$ cat config.mk
export PLATFORM = sky130hd
export DESIGN_NAME = traffic_phase_controller_flat
export DESIGN_NICKNAME = d
export VERILOG_FILES = /design/src/rtl/traffic_phase_controller_if.sv /design/src/rtl/traffic_phase_controller.sv /design/src/flat_wrapper.sv
export SDC_FILE = /design/constraint.sdc
export NUM_CORES = 1
export LEC_CHECK = 0
export ABC_CLOCK_PERIOD_IN_PS = 7620
export CAP_MARGIN = 5
export CELL_PAD_IN_SITES_DETAIL_PLACEMENT = 1
export CELL_PAD_IN_SITES_GLOBAL_PLACEMENT = 1
export CORE_ASPECT_RATIO = 0.75
export CORE_MARGIN = 4
export CORE_UTILIZATION = 50
export CTS_BUF_LIST = sky130_fd_sc_hd__clkbuf_4
export CTS_CLUSTER_SIZE = 14
export DETAILED_ROUTE_END_ITERATION = 8
export PLACE_DENSITY = 0.88
export SLEW_MARGIN = 5
export SYNTH_ARGS = -nofsm -noshare
export SYNTH_HDL_FRONTEND = slang
export SYNTH_SLANG_ARGS = --single-unit
$ cat constraint.sdc
create_clock -name clk -period 7.62 [get_ports clk]
set_input_delay 1.143 -clock clk [delete_from_list [all_inputs] [get_ports clk]]
set_output_delay 1.143 -clock clk [all_outputs]
set_load 0.02 [all_outputs]
$ cat src/rtl/traffic_phase_controller_if.sv
// rtl/traffic_phase_controller_if.sv - board-side signal bundle for the traffic phase controller
//
// Purpose: groups the raw sensor inputs and the light/status outputs of the
// intersection sequencer into one bundle.
// Signals:
//   ped_btn_in   raw async pedestrian button, active high
//   side_car_in  raw async side-street car sensor, level, active high
//   main_light   {red, yellow, green} for the main street, one-hot
//   side_light   {red, yellow, green} for the side street, one-hot
//   walk         pedestrian walk lamp
//   ped_pending  latched pedestrian request waiting
//   state_o      current state encoding
// Modports: master drives the raw inputs, slave is the controller.

interface traffic_phase_controller_if;
    logic       ped_btn_in;
    logic       side_car_in;
    logic [2:0] main_light;
    logic [2:0] side_light;
    logic       walk;
    logic       ped_pending;
    logic [2:0] state_o;

    modport master (
        output ped_btn_in,
        output side_car_in,
        input  main_light,
        input  side_light,
        input  walk,
        input  ped_pending,
        input  state_o
    );

    modport slave (
        input  ped_btn_in,
        input  side_car_in,
        output main_light,
        output side_light,
        output walk,
        output ped_pending,
        output state_o
    );
endinterface

$ cat src/rtl/traffic_phase_controller.sv
// rtl/traffic_phase_controller.sv - two-road intersection phase sequencer with pedestrian crossing
//
// Purpose: synchronizes the raw pedestrian button and side-street car sensor,
// latches pedestrian requests, times each phase in prescaled ticks and
// arbitrates between pedestrian and side-street service.
// Ports:
//   clk    system clock, rising edge
//   rst_n  asynchronous active-low reset
//   io     slave side of traffic_phase_controller_if (raw inputs in,
//          lights / walk / ped_pending / state_o out)

module traffic_phase_controller #(
    parameter int SYNC_STAGES = 2,
    parameter int TICK_DIV    = 100_000_000,
    parameter int GREEN_MIN   = 10,
    parameter int GREEN_MAX   = 30,
    parameter int YELLOW      = 3,
    parameter int ALL_RED     = 1,
    parameter int WALK        = 8
) (
    input  logic                          clk,
    input  logic                          rst_n,
    traffic_phase_controller_if.slave     io
);

    typedef enum logic [2:0] {
        MAIN_G   = 3'd0,
        MAIN_Y   = 3'd1,
        RED1     = 3'd2,
        PED_WALK = 3'd3,
        SIDE_G   = 3'd4,
        SIDE_Y   = 3'd5,
        RED2     = 3'd6
    } state_t;

    localparam int PW = (TICK_DIV > 2) ? $clog2(TICK_DIV) : 1;
    localparam int TW = 16;

    localparam logic [PW-1:0] P_LAST   = PW'(TICK_DIV - 1);
    localparam logic [TW-1:0] T_GMIN   = TW'(GREEN_MIN);
    localparam logic [TW-1:0] T_GMAX   = TW'(GREEN_MAX);
    localparam logic [TW-1:0] T_YELLOW = TW'(YELLOW);
    localparam logic [TW-1:0] T_ALLRED = TW'(ALL_RED);
    localparam logic [TW-1:0] T_WALK   = TW'(WALK);

    localparam logic [2:0] LIGHT_R = 3'b100;
    localparam logic [2:0] LIGHT_Y = 3'b010;
    localparam logic [2:0] LIGHT_G = 3'b001;

    logic [SYNC_STAGES-1:0] ped_sync;
    logic [SYNC_STAGES-1:0] side_sync;
    logic                   ped_d;
    logic                   ped_s;
    logic                   ped_rise;
    logic                   side_req;

    logic [PW-1:0] presc_q;
    logic [TW-1:0] timer_q;
    logic [TW-1:0] timer_inc;
    logic          tick;
    logic          leave;
    logic          ped_pending_q;

    state_t state_q;
    state_t state_d;

    // Synchronizer chains; bit 0 samples the raw pin.
    always_ff @(posedge clk or negedge rst_n) begin
        if (!rst_n) begin
            ped_sync  <= '0;
            side_sync <= '0;
            ped_d     <= 1'b0;
        end else begin
            ped_sync  <= {ped_sync[SYNC_STAGES-2:0], io.ped_btn_in};
            side_sync <= {side_sync[SYNC_STAGES-2:0], io.side_car_in};
            ped_d     <= ped_s;
        end
    end

    assign ped_s    = ped_sync[SYNC_STAGES-1];
    assign side_req = side_sync[SYNC_STAGES-1];
    assign ped_rise = ped_s & ~ped_d;

    assign tick = (presc_q == P_LAST);
    // Saturate so an indefinitely held MAIN_G never wraps below GREEN_MIN.
    assign timer_inc = (timer_q == '1) ? timer_q : timer_q + 1'b1;
    // Every transition changes state, so a state change marks a state entry.
    assign leave = (state_d != state_q);

    always_ff @(posedge clk or negedge rst_n) begin
        if (!rst_n) begin
            state_q <= RED2;
            presc_q <= '0;
            timer_q <= '0;
        end else begin
            state_q <= state_d;
            if (leave) begin
                presc_q <= '0;
                timer_q <= '0;
            end else if (tick) begin
                presc_q <= '0;
                timer_q <= timer_inc;
            end else begin
                presc_q <= presc_q + 1'b1;
            end
        end
    end

    // Clear on PED_WALK entry beats a simultaneous set; presses during the
    // walk phase are already being served and are dropped.
    always_ff @(posedge clk or negedge rst_n) begin
        if (!rst_n) begin
            ped_pending_q <= 1'b0;
        end else if (state_d == PED_WALK && state_q != PED_WALK) begin
            ped_pending_q <= 1'b0;
        end else if (ped_rise && state_q != PED_WALK) begin
            ped_pending_q <= 1'b1;
        end
    end

    // Exit conditions are only looked at on tick, against the timer value
    // that tick would produce.
    always_comb begin
        state_d = state_q;
        if (tick) begin
            case (state_q)
                MAIN_G: begin
                    if (timer_inc >= T_GMIN && (ped_pending_q || side_req))
                        state_d = MAIN_Y;
                end
                MAIN_Y: begin
                    if (timer_inc >= T_YELLOW)
                        state_d = RED1;
                end
                RED1: begin
                    if (timer_inc >= T_ALLRED) begin
                        if (ped_pending_q)
                            state_d = PED_WALK;
                        else if (side_req)
                            state_d = SIDE_G;
                        else
                            state_d = MAIN_G;
                    end
                end
                PED_WALK: begin
                    if (timer_inc >= T_WALK)
                        state_d = side_req ? SIDE_G : RED2;
                end
                SIDE_G: begin
                    if ((timer_inc >= T_GMIN && (!side_req || ped_pending_q)) ||
                        timer_inc >= T_GMAX)
                        state_d = SIDE_Y;
                end
                SIDE_Y: begin
                    if (timer_inc >= T_YELLOW)
                        state_d = RED2;
                end
                RED2: begin
                    if (timer_inc >= T_ALLRED)
                        state_d = MAIN_G;
                end
                default: state_d = RED2;
            endcase
        end
    end

    // Lights decode straight from the state register so reset reaches the
    // lamps without a clock.
    always_comb begin
        io.main_light = LIGHT_R;
        io.side_light = LIGHT_R;
        io.walk       = 1'b0;
        case (state_q)
            MAIN_G:   io.main_light = LIGHT_G;
            MAIN_Y:   io.main_light = LIGHT_Y;
            SIDE_G:   io.side_light = LIGHT_G;
            SIDE_Y:   io.side_light = LIGHT_Y;
            PED_WALK: io.walk       = 1'b1;
            default:  ;
        endcase
    end

    assign io.ped_pending = ped_pending_q;
    assign io.state_o     = state_q;

endmodule

$ cat src/flat_wrapper.sv
// flat-port wrapper written by rule: the top's interface ports become plain ports
module traffic_phase_controller_flat 
#(
    parameter int SYNC_STAGES = 2,
    parameter int TICK_DIV    = 100_000_000,
    parameter int GREEN_MIN   = 10,
    parameter int GREEN_MAX   = 30,
    parameter int YELLOW      = 3,
    parameter int ALL_RED     = 1,
    parameter int WALK        = 8
)
  (clk, rst_n, io_ped_btn_in, io_side_car_in, io_main_light, io_side_light, io_walk, io_ped_pending, io_state_o);
  traffic_phase_controller_if io_i ();
  input  logic clk;
  input  logic rst_n;
  input wire logic [$bits(io_i.ped_btn_in)-1:0] io_ped_btn_in;
  input wire logic [$bits(io_i.side_car_in)-1:0] io_side_car_in;
  output wire logic [$bits(io_i.main_light)-1:0] io_main_light;
  output wire logic [$bits(io_i.side_light)-1:0] io_side_light;
  output wire logic [$bits(io_i.walk)-1:0] io_walk;
  output wire logic [$bits(io_i.ped_pending)-1:0] io_ped_pending;
  output wire logic [$bits(io_i.state_o)-1:0] io_state_o;
  assign io_i.ped_btn_in = io_ped_btn_in;
  assign io_i.side_car_in = io_side_car_in;
  assign io_main_light = io_i.main_light;
  assign io_side_light = io_i.side_light;
  assign io_walk = io_i.walk;
  assign io_ped_pending = io_i.ped_pending;
  assign io_state_o = io_i.state_o;
  traffic_phase_controller #(.SYNC_STAGES(SYNC_STAGES), .TICK_DIV(TICK_DIV), .GREEN_MIN(GREEN_MIN), .GREEN_MAX(GREEN_MAX), .YELLOW(YELLOW), .ALL_RED(ALL_RED), .WALK(WALK)) u_core (.clk(clk), .rst_n(rst_n), .io(io_i));
endmodule
; Yosys cells after proc, flatten, opt, wreduce, memory -nomap -nowiden
; Index checks and enable logic that the tools add are counted.
[word_totals]
mem_bits_ro = 0
mem_count = 0
mem_bits_rw = 0
in_bits = 4
latchBits = 0
ff_bits = 52
[op_classes]
addsub = 2
muxes = 22
eq_ne = 11
n_bitwise = 2
mul = 0
n_lt_le_gt_ge = 5
shifts = 0
reduce_logical = 11
div = 0
[ops]
columns = op, count
row1 = $mux W27, 2
row2 = $mux W16, 3
row3 = $ge A16 B4 Y1 const B, 2
row4 = $mux W3, 10
row5 = $add A27 B1 Y27 const B, 1
row6 = $eq A27 B27 Y1 const B, 1
row7 = $pmux W3 S7, 1
row8 = $add A16 B1 Y16 const B, 1
row9 = $eq A16 B16 Y1 const B, 1
row10 = $ge A16 B1 Y1 const B, 1
row11 = $ge A16 B2 Y1 const B, 1
row12 = $ge A16 B5 Y1 const B, 1
row13 = $pmux W3 S2, 2
row14 = $eq A3 B2 Y1 const B, 3
row15 = $eq A3 B3 Y1 const B, 3
row16 = $logic_and A1 B1 Y1, 4
row17 = $reduce_bool A2 Y1, 2
row18 = $eq A3 B1 Y1 const B, 1
row19 = $logic_not A3 Y1, 1
row20 = $logic_or A1 B1 Y1, 3
row21 = $mux W1, 3
row22 = $ne A3 B2 Y1 const B, 1
row23 = $ne A3 B3 Y1, 1
row24 = $mux W2, 1
row25 = 3 further kinds, 3

; Depth between registers and ports, before layout
[logic_depth]
ltp_word = 11
ltp_mapped = 12
mapped_depth_nobuf = 10

; Worst setup path after synthesis
; No wires, ideal clock.
[synth_timing]
path_kind = register to register
from = reg u_core.timer_q[0]
to = reg u_core.timer_q[12]
slack_ps = 4620
period_less_slack_ps = 3000
stages_incl_launch_ff = 13
setup_time_ps = 69
arrival_ps = 2931
required_ps = 7551
path_cell_list = dfrtp_1 > ha_1 > and3_1 > clkbuf_1 > a211oi_1 > o2111ai_1 > a221oi_4 > nand2_1 > mux2_2 > mux2i_1 > a221o_2 > buf_6 > nor2_2
[synth_via]
elab_chain_cells = 10
word_cells_on_any_way = 24
classes_between = 1 x add/sub / 5 x order compare / 2 x eq/ne / 12 x mux / 4 x reduce/logical
[synth_lines]
columns = element, line
row1 = from (decl), traffic_phase_controller.sv:58  ; logic [TW-1:0] timer_q;
row2 = from (signal assigned), traffic_phase_controller.sv:102  ; timer_q <= timer_inc;
row3 = $add A16 B1 Y16 / $eq A16 B16 Y1 (equally long branches), traffic_phase_controller.sv:86  ; assign timer_inc = (timer_q == '1) ? timer_q : timer_q + 1'b1;
row4 = $mux W16 (*), traffic_phase_controller.sv:86
row5 = $ge A16 B4 Y1, "traffic_phase_controller.sv:128, traffic_phase_controller.sv:150"
row6 = $logic_and A1 B1 Y1, traffic_phase_controller.sv:150  ; if ((timer_inc >= T_GMIN && (!side_req || ped_pending_q)) ||
row7 = $logic_or A1 B1 Y1, traffic_phase_controller.sv:150
row8 = $mux W3, traffic_phase_controller.sv:150
row9 = $pmux W3 S7, traffic_phase_controller.sv:126  ; case (state_q)
row10 = $mux W3, traffic_phase_controller.sv:125  ; if (tick) begin
row11 = $ne A3 B3 Y1, traffic_phase_controller.sv:88  ; assign leave = (state_d != state_q);
row12 = $mux W16 / $reduce_bool A2 Y1 (equally long branches), -
; Every way passes the cells marked *; elsewhere a longest branch is shown, timed or not. The select of a mux whose other input is x is not followed.
; A chain may end at the register's enable or synchronous reset.

; Worst setup path after layout
[layout_timing]
from = reg u_core.timer_q[0]
to = reg u_core.timer_q[3]
; Same word-level chain as after synthesis.

==> results.md <==
- Max-Cap Viols: 0
- Outcome: finished clean
- Global-route usage over all layers: 0.209
- Synth cell types: 60
- Flop2flop setup slack: between 4 and 5 ns
- Final ANT Viol Nets: 0
- RSZ-0062 raised after global routing: false
- Slowest CP cell: nor4_2
- H-tree levels: 2
- Arrival time at the worst endpoint: ~3.9 ns
- FP Rows: 24
- Inserted Clock Buffers: 5
- Post-CTS Hold Buffers: 0
- Number of I/O port buffers: 14
- NetSw: about 98 uW
- Die Y: ~76 um
- Worst r2r src: u_core.timer_q[0]
- Critical path buffers and inverters: 0
- First DRT Iteration DRCs: 98
- Ys async rst share: 1.00
- CTS Buffer Depth: 2
- Initial antenna violation count: 0
- Finished Cell Area: 3330 um^2
- Leak: 1.46 nW
- Syn Inst Count: between 300 and 400
- Die footprint: 7580 um^2
- Post-CTS setup buffers: 0
- First drt pass iteration count: 4
- Required @ worst endpoint: 7.93 ns
- Post-DP HPWL: 5.46 mm
- Clk pin slew, worst setup/hold paths: about 0.16 ns
- Cell Chain, Critical Path: ha_1 > nand3_1 > nor4_2 > nor3b_1 > nor4_1 > a22oi_1 > mux2_2 > mux2i_1 > a221o_2 > a211oi_2
- Power, Total: 418 uW
- Post-DR vias/cell: 6.03
- Hold Crit Class: flip-flop to flip-flop
- Post-route DRC: 0
- Post-synthesis sequential area ratio: 0.418
- Rel. slew slack: 0.543
- Flop pwr share: 0.665
- Largest net degree at the start of global routing: 53
- Vias: 2574
- Int Power: 320 uW
- Clock power frac: 0.317
- Final Wtd Congestion: 0.831
- Die width: between 90 and 100 um
- Critical R2R Capture: u_core.timer_q[3]
- PwrDens: ~130 nW/um^2
- Post-synthesis area per instance: 9.15 um^2
- Core area: 5920 um^2
- Setup_tns: 0 ns
- CTS Sinks: 52
- Hold EP: u_core.ped_sync[1]
- P&R area growth vs syn: 6.74%
- Number of flops mapped to enable cells by yosys: 0
- Layout cells sized above 1: 0.103
- Synth warn: 0
- Crit share post-route: 0.465
- Final nets: 354
- Vias in the first global route: 2653
- CP Launch Type: flip-flop
- Comb pwr share: 0.018
- Max Clock Freq: roughly 0.28 GHz
- Overflow after GRT: 0
- Final hold violations: 0
- Hold Crit Depth: 0
- Post-CTS sizing: 0
- Core Util, Final: 0.563
- Fill cells: 704
- First-pass GRT wire length: 12.9 mm
- Largest stage delay on the critical path: 0.57 ns
- Final Critical Period: 3.55 ns
- Worst-case reg-to-reg path depth: 10
- Hold_sp: u_core.ped_sync[0]
- Sw frac: 0.235
- Ant. Diodes: 0
- Dpl ws: 4.19 ns
- Largest delay share family, worst path: simple AND/OR/NAND/NOR gates
- Initial core utilization: 0.527
- Setup WS post-layout: 4.07 ns
- CP endpoint kind: flip-flop
- CP max FO: 16
- Final setup fails: 0
- CP Class: flip-flop to flip-flop
- Primary FF master, synth: dfrtp_1
- Clock root cell: clkbuf_4
- Clk Latency, worst-skew pair: 0.38 ns
- Max VDD drop: 66.0 uV
- IO Pins: 15
- Synth Register Bits: 52
- Fin. max-slew vios: 0
- Wire per inst: 17.8 um
- Area post-placement: 3270 um^2
- Syn nets: 347
- Post-Syn Area: 3120 um^2
- Tightest Pin Transition: 0.679 ns
- Clock Skew: 0.0133 ns
- Drt total wl: 7.59 mm
- TritonCTS clock tree: done
==> worst max path at each step <==
stage                               endpoint         startpoint  slack (ns)  depth (start not counted)
after floorplan           u_core.timer_q[12]  u_core.timer_q[0]        4.62                         12
after global routing       u_core.timer_q[7]  u_core.timer_q[0]        3.86                         10
after global placement     u_core.timer_q[3]  u_core.timer_q[0]        4.44                         10
after detailed placement   u_core.timer_q[3]  u_core.timer_q[0]        4.19                         10
after CTS                  u_core.timer_q[3]  u_core.timer_q[0]        4.15                         10
final                      u_core.timer_q[3]  u_core.timer_q[0]        4.07                         10
==> state kept, by name, summed over array words and instances, names as in the netlist <==
signal                 count
u_core.presc_q            27
u_core.side_sync           2
u_core.timer_q            16
u_core.io.ped_pending      1
u_core.ped_sync            2
u_core.ped_d               1
u_core.io.state_o          3
==> power by group through the flow <==
stage	logic [mW]	clock network (mW)	registers, mW
after detailed placement	0.00796	0	0.283
after global routing	0.00913	0.153	0.278
after CTS	0.00800	0.138	0.278
after floorplan	0.000587	0	0.283
after global placement	0.00787	0	0.283
final	0.00747	0.132	0.278
==> stage by stage <==
step,std cells,hold slack (ns)
6_report,427,0.372
3_5_place_dp,419,0.343
4_1_cts,427,0.375
3_3_place_gp,419,0.337
5_1_grt,427,0.396
2_1_floorplan,341,0.331
==> worst register-to-register path, cell delays in order, from the launching register on <==
cell,delay [ns]
dfrtp_1,0.50
ha_1,0.29
nand3_1,0.19
nor4_2,0.58
nor3b_1,0.15
nor4_1,0.41
a22oi_1,0.12
mux2_2,0.31
mux2i_1,0.13
a221o_2,0.52
a211oi_2,0.28
==> cell families (layout without fill, tap and decap cells) <==
kind of cell | after synthesis | count (layout) | share of synthesized area
compound gates | 48 | 48 | 0.118
mux | 10 | 10 | 0.0325
flops | 52 | 52 | 0.418
fa+ha+maj | 2 | 2 | 0.00802
simple gates | 174 | 174 | 0.293
buf+inv | 23 | 31 | 0.0409
xor+xnor | 32 | 32 | 0.0899
==> placed cells by master, fill, tap and decap left out, drive strengths merged, types with 3 or more instances in the layout <==
cell           Yosys  routed
and3              10      10
nand2             43      43
o211ai             3       3
nor3b              3       3
a21oi             11      11
xnor2              9       9
nor2b              3       3
and4               5       5
nor2              46      46
a31oi              6       6
clkdlybuf4s50      0      13
o21ai              8       8
nand4             10      10
xor2              23      23
buf                9       3
clkbuf             7       6
nand3             20      20
dfrtp             50      50
nor3               8       8
and2               4       4
inv                7       7
mux2i              9       9
nor4               7       7
nand2b             6       6
==> per-layer routing <==
metal / vias up / part of all wire / routed length, um / track usage
met5: - / 0 / 0 / 0
met4: 0 / 0.016 / 124 / 0.0668
met3: 15 / 0.045 / 342 / 0.0430
met2: 51 / 0.46 / 3510 / 0.332
met1: 1287 / 0.48 / 3610 / 0.284
li1: 1221 / - / - / -
==> synth_stat cells, drive strengths merged (3+ instances only) <==
master,instances,area share
nand4,10,0.020
and3,10,0.020
mux2i,9,0.029
a21oi,11,0.018
buf,9,0.024
and4,5,0.015
and2,4,0.0088
nor3b,3,0.0072
nor3,8,0.013
nand2b,6,0.012
inv,7,0.0084
nor2,46,0.063
dfrtp,50,0.40
nor4,7,0.018
nand3,20,0.032
o211ai,3,0.0072
nor2b,3,0.0060
clkbuf,7,0.0084
a31oi,6,0.012
nand2,43,0.054
xor2,23,0.065
xnor2,9,0.025
o21ai,8,0.013
==> area by class of cell <==
class                      instances  area, um^2  share of cell area
clock inverter                     2        16.3             0.00489
tap                               78        97.6              0.0293
sequential                        52        1300               0.392
multi-input combinational        266        1690               0.508
clock buffer                       6        45.0              0.0135
inverter                           7        26.3             0.00789
timing repair buffer              16         150              0.0451
(Power assumes the default switching activity.)
==> RTL edit 1: new RTL, config.mk and constraints unchanged <==
`SYNC_STAGES` is set to 2 in 2 places; all go to 4.
--- a/src/rtl/traffic_phase_controller.sv
+++ b/src/rtl/traffic_phase_controller.sv
@@ -11,5 +11,5 @@
 
 module traffic_phase_controller #(
-    parameter int SYNC_STAGES = 2,
+    parameter int SYNC_STAGES = 4,
     parameter int TICK_DIV    = 100_000_000,
     parameter int GREEN_MIN   = 10,
--- a/src/flat_wrapper.sv
+++ b/src/flat_wrapper.sv
@@ -2,5 +2,5 @@
 module traffic_phase_controller_flat 
 #(
-    parameter int SYNC_STAGES = 2,
+    parameter int SYNC_STAGES = 4,
     parameter int TICK_DIV    = 100_000_000,
     parameter int GREEN_MIN   = 10,
Behaviour: not the same (a bounded check fails within 4 cycles, from zero or initial values and one cycle with rst_n low).
==> RTL edit 1 against the original RTL <==
Final area grew 4.8%; setup slack improved by 0.088 ns; wire length increased by 8.1%; area after synthesis is 6.0% higher; sequential cell count rose by 4; global-route usage rose by 1.8 points; first-iteration DRC count rose by 88%; via count up 5.7%; critical path depth is 1 lower; hold slack lost 0.016 ns; synthesized cell count is 3.8% higher; critical path type unchanged; non-clock buffer count did not move; total power up 7.5%.
==> RTL edit 1: results (changes against the original RTL) <==
----------------------------------------------------
[Clock tree]
  Clock root buffer ... clkbuf_4
  Clock latency at the later pin of the worst-skew pair ... roughly 0.39 ns
  Total of cells resized after clock tree synthesis ... 0 (unchanged)
  Number of H-tree levels ... 2 (unchanged)
  Clock buffer count from CTS ... 5 (unchanged)
  Clock input transition at the sequential cells of the worst setup and hold paths ... 0.18 ns (+0.02 ns)
  Maximum buffer depth of the clock tree ... 2 (unchanged)
  Postcts setup bufs ... 0 (unchanged)

[Global route]
  Maximum number of pins on one net before global-route repair ... 57 (+7.5%)
  Initial antenna violation count ... 0 (unchanged)
  First-pass GRT wire length ... 14280 um (+10%)
  GR met3 Demand/Resource ... 4.440% (+0.14 points)
  M1 GR Usage ... 35.70% (+7.3 points)
  M2 GR Usage ... 31.85% (-1.3 points)
  GRT Total Usage ... 22.68% (+1.8 points)
  Vias in the first global route ... 2726 (+2.8%)

[Drt]
  First-pass iteration count of the detailed router ... 4 (unchanged)
  Drt wl/cell ... 18.74 um (+5.4%)
  Final routed wirelength across all metal layers ... 8207 um (+8.1%)
  Violation count after the first detailed-route iteration ... 184 (+88%)
  DRT antenna net count ... 0 (unchanged)
  Via count normalized by instance count ... 6.210 (+3.0%)

[Logic synthesis]
  Fraction of synthesis flops using an asynchronous set or reset pin ... 100.0% (unchanged)
  Post-Syn Instances ... 354 (+3.8%)
  Biggest area contributors in the synthesized netlist ... dfrtp_1 (41%), xor2_1 (5.3%), nor2_1 (4.5%)
  Most common library cells after synthesis ... dfrtp_1 (54), nor2_1 (40), nand2_1 (31)
  Synthesized Nets ... 360 (+3.7%)
  Number of distinct standard cells referenced by the synthesized netlist ... 63 (+5.0%)
  Most instantiated flip-flop cell in the synthesis netlist ... dfrtp_1
  Sequential fraction of the synthesis area ... 42.45% (+0.65 points)

[Placement]
  Placer Congestion ... 0.9142 (+10%)
  Buffers on Ports ... 14 (unchanged)
  HPWL after detailed placement ... 5979 um (+9.5%)
  Post-Place Cells ... 430 (+2.6%)

[Timing]
  Worst Skew ... 0.01455 ns (+0.001229 ns)
  Tightest Pin Transition ... 0.8580 ns (+0.1791 ns)

[Cells and area]
  Total inserted antenna cells ... 0 (unchanged)
  Layout cell share with drive strength beyond 1 ... 7.843% (-2.5 points)
  Biggest regs ... u_core.presc_q: 27 flops, u_core.timer_q: 16 flops

[Critical path]
  Arrival time reported for the critical path endpoint ... 3.76 ns (-0.09 ns)
  Maximum fanout along the worst path ... 16 (unchanged)

[Power and ir drop]
  Peak supply drop ... 0.09056 mV (+37%)
  Reported leakage power ... 1.505 nW (+2.9%)

[Outcome]
  Outcome ... finished clean

[Worst hold path]
  Hold/Removal Path Class ... reg -> reg

----------------------------------------------------
==> RTL edit 1: final timing paths <==
check                                    from            endpoint  slack (ns)  cells past startpoint
max                         u_core.timer_q[0]   u_core.timer_q[7]        4.16                      9
min                        u_core.ped_sync[2]  u_core.ped_sync[3]        0.36                      0
max reg2reg                 u_core.timer_q[0]   u_core.timer_q[7]        4.16                      9
min reg2reg                u_core.ped_sync[2]  u_core.ped_sync[3]        0.36                      0
max in group asynchronous               rst_n  u_core.timer_q[12]        6.30                      2
min in group asynchronous               rst_n  u_core.presc_q[20]        0.86                      2
==> RTL edit 1: metal layers <==
layer / share of wire (%) / wire length [um]
met1: 50 / 4121
met2: 42 / 3452
met4: 0.88 / 72
met5: 0 / 0
met3: 6.8 / 562
==> RTL edit 1: worst max-delay path: stages, from the launching register on <==
cell and delay, ns:
dfrtp_1 0.53, ha_1 0.30, and3_1 0.50, nand4_4 0.26, mux2i_1 0.24, a31oi_1 0.11, a211oi_1 0.32, o31ai_1 0.15
a21oi_2 0.70, and4bb_1 0.26
==> RTL edit 1: cells by family (layout without fill, tap and decap cells) <==
kind of cell	count (synthesis)	in the layout	share of synthesized area, %
AND/OR/NAND/NOR	168	168	27.70
buffers and inverters	26	29	4.843
adder cells (fa/ha/maj)	2	2	0.7566
AO/OA/AOI/OAI	64	64	13.89
XOR/XNOR	31	31	8.210
multiplexers	7	7	2.157
flip-flops	56	56	42.45
==> RTL edit 1: stage by stage <==
step / utilization (%) / setup slack, ns / area [um^2]
global route: 54.94 / 3.890 / 3488
finish: 54.94 / 4.162 / 3488
detailed placement: 53.95 / 4.209 / 3426
global placement: 53.95 / 4.461 / 3426
floorplan: - / 4.999 / 3307
CTS: 54.94 / 4.168 / 3488
==> RTL edit 1: power by group <==
part | internal, W | switching, W | leakage, nW
Clock | 0.0000393 | 0.000102 | 0.0375
Combinational | 0.00000144 | 0.00000576 | 0.733
Sequential | 0.000300 | 0.00000111 | 0.735
==> RTL edit 1: layout make-up <==
class / count / area, um^2
clock buffers: 5 / 37.54
multi-input cells: 272 / 1752
flip-flops and latches: 56 / 1404
fillers: 724 / 2861
well taps: 81 / 101.3
repair buffers: 16 / 150.1
clock inverters: 3 / 25.02
inverters: 5 / 18.77
==> RTL edit 2: new RTL, same flow settings <==
Without the edit above. Reset style: synchronous (`rst_n`), changed in 3 clocked blocks. Comments in the files are not updated.
--- a/src/rtl/traffic_phase_controller.sv
+++ b/src/rtl/traffic_phase_controller.sv
@@ -66,5 +66,5 @@
 
     // Synchronizer chains; bit 0 samples the raw pin.
-    always_ff @(posedge clk or negedge rst_n) begin
+    always_ff @(posedge clk) begin
         if (!rst_n) begin
             ped_sync  <= '0;
@@ -88,5 +88,5 @@
     assign leave = (state_d != state_q);
 
-    always_ff @(posedge clk or negedge rst_n) begin
+    always_ff @(posedge clk) begin
         if (!rst_n) begin
             state_q <= RED2;
@@ -109,5 +109,5 @@
     // Clear on PED_WALK entry beats a simultaneous set; presses during the
     // walk phase are already being served and are dropped.
-    always_ff @(posedge clk or negedge rst_n) begin
+    always_ff @(posedge clk) begin
         if (!rst_n) begin
             ped_pending_q <= 1'b0;
Behaviour: differs if rst_n is asserted again (counterexample within 4 cycles, from zero or initial values and one cycle with rst_n low); with rst_n held inactive, the same outputs for 10 cycles.
==> RTL edit 2 against the original RTL <==
Combinational power rose by 66%; final area down 5.6%; global-route usage grew 1.2 points; area after synthesis decreased by 5.8%; sequential cell count is the same; total power grew 8.5%; wire length is 1.3% lower; clock power grew 24%; setup slack worse by 0.30 ns; core utilization up 0.60 points; critical path depth shrank 1; clock skew up 0.0045 ns; highest routed layer unchanged.
==> RTL edit 2: results (changes against the original RTL) <==
----------------------------------------------------
[Power and ir drop]
  Peak supply drop ... 0.06007 mV (-9.0%)
  Reported leakage power ... 1.018 nW (-30%)

[Global route]
  Vias in the first global route ... 2588 (-2.5%)
  Initial antenna violation count ... 0 (unchanged)
  GRT Total Usage ... 22.03% (+1.2 points)
  First-pass GRT wire length ... 12480 um (-3.5%)
  Maximum number of pins on one net before global-route repair ... 26 (-51%)

[Logic synthesis]
  Number of distinct standard cells referenced by the synthesized netlist ... 58 (-3.3%)
  Most instantiated flip-flop cell in the synthesis netlist ... dfxtp_1
  Most common library cells after synthesis ... dfxtp_1 (52), nor2_1 (50), nand2_1 (23)
  Synthesized Nets ... 364 (+4.9%)
  Sequential fraction of the synthesis area ... 35.43% (-6.4 points)
  Per-instance average area after synthesis ... 8.206 um^2 (-10%)
  Biggest area contributors in the synthesized netlist ... dfxtp_1 (35%), nor2_1 (6.4%), xnor2_1 (6.0%)
  Fraction of synthesis flops using an asynchronous set or reset pin ... 0% (-100 points)

[Drt]
  Vias ... 2720 (+5.7%)
  Met2 WL post-DR ... 3325 um (-5.4%)
  Violation count after the first detailed-route iteration ... 135 (+38%)
  Final routed wirelength across all metal layers ... 7492 um (-1.3%)
  Metal3 WL ... 473 um (+38%)
  First-pass iteration count of the detailed router ... 5 (+1)
  Routed length on met1 ... 3560 um (-1.5%)

[Placement]
  Buffers on Ports ... 14 (unchanged)
  Worst setup slack before clock tree synthesis ... 3.859 ns (-0.3265 ns)
  Post-placement cell area ... 3063 um^2 (-6.3%)
  Post-Place Cells ... 428 (+2.1%)
  HPWL after detailed placement ... 5316 um (-2.6%)
  Placer Congestion ... 0.8805 (+6.0%)

[Timing]
  Tightest Pin Transition ... 1.158 ns (+0.4796 ns)
  Worst Skew ... 0.01782 ns (+0.004503 ns)

[Cells and area]
  Number of nets in the layout ... 366 (+3.4%)
  Layout cell share with drive strength beyond 1 ... 8.587% (-1.7 points)
  Final cell count without fillers ... 436 (+2.1%)

[Clock tree]
  Total of cells resized after clock tree synthesis ... 0 (unchanged)
  Postcts setup bufs ... 0 (unchanged)
  Clock latency at the later pin of the worst-skew pair ... about 0.39 ns

[Critical path]
  Arrival time reported for the critical path endpoint ... 4.08 ns (+0.23 ns)
  Slowest cell on crit path ... a31oi_2
  Slowest stage delay, CP ... 0.94 ns (+0.37 ns)
  Kind of cell with the highest combined delay on the critical path ... compound AO/OA/AOI/OAI gates

[Outcome]
  Outcome ... finished clean

[Worst hold path]
  Hold/Removal Path Class ... reg -> reg

----------------------------------------------------
==> RTL edit 2: cell count changes after synthesis, moves of 11 or more <==
cell     delta
dfxtp_1    +52
dfrtp_1    -50
nand2_1    -19
nor2_1     +14
xnor2_1    +11
==> RTL edit 2: kinds of logic (layout without fill, tap and decap cells) <==
| group | count (synthesis) | in the layout | synth area share (%) |
|---|---|---|---|
| buffers and inverters | 29 | 32 | 5.110 |
| and+or+nand+nor | 171 | 171 | 31.35 |
| DFF | 52 | 52 | 35.43 |
| muxes | 4 | 4 | 1.405 |
| adders and majority gates | 2 | 2 | 0.8517 |
| xor gates and xnor gates | 34 | 34 | 10.14 |
| AOI/OAI and AO/OA | 66 | 66 | 15.72 |
==> RTL edit 2: path summary, 6_finish.rpt <==
| path | start | end | slack (ns) | cells past startpoint |
|---|---|---|---|---|
| max | u_core.timer_q[1] | u_core.timer_q[14] | 3.77 | 9 |
| min | u_core.ped_sync[0] | u_core.ped_sync[1] | 0.45 | 1 |
| max reg2reg | u_core.timer_q[1] | u_core.timer_q[14] | 3.77 | 9 |
| min reg2reg | u_core.ped_sync[0] | u_core.ped_sync[1] | 0.45 | 1 |
==> RTL edit 2: per-layer routing <==
metal  vias to the layer above  track usage, %
met5                         -               0
met4                         0           5.599
met3                        22           4.550
met2                       104           35.09
met1                      1311           30.62
li1                       1283               -
==> RTL edit 2: power breakdown <==
part / switching (W) / leakage, nW / internal [W]
Combinational: 0.00000773 / 0.552 / 0.00000471
Clock: 0.0000912 / 0.0456 / 0.0000725
Sequential: 0.00000232 / 0.420 / 0.000275
Total: 0.000101 / 1.02 / 0.000352
==> RTL edit 2: stage by stage <==
| step | utilization (%) | power, W |
|---|---|---|
| after detailed placement | 55.43 | 0.0002954 |
| final | 56.88 | 0.0004532 |
| after global routing | 56.88 | 0.0004691 |
| after global placement | 55.43 | 0.0002948 |
| after floorplan | - | 0.0002909 |
| after CTS | 56.88 | 0.0004564 |
==> RTL edit 2: area by class of cell <==
class                           instances  area, um^2
Clock buffer                            6       45.04
Clock inverter                          2       35.03
Fill cell                             702        2382
Multi-Input combinational cell        277        1747
Tap cell                               75       93.84
Sequential cell                        52        1041
Inverter                                9       33.78
Timing Repair Buffer                   15       147.6
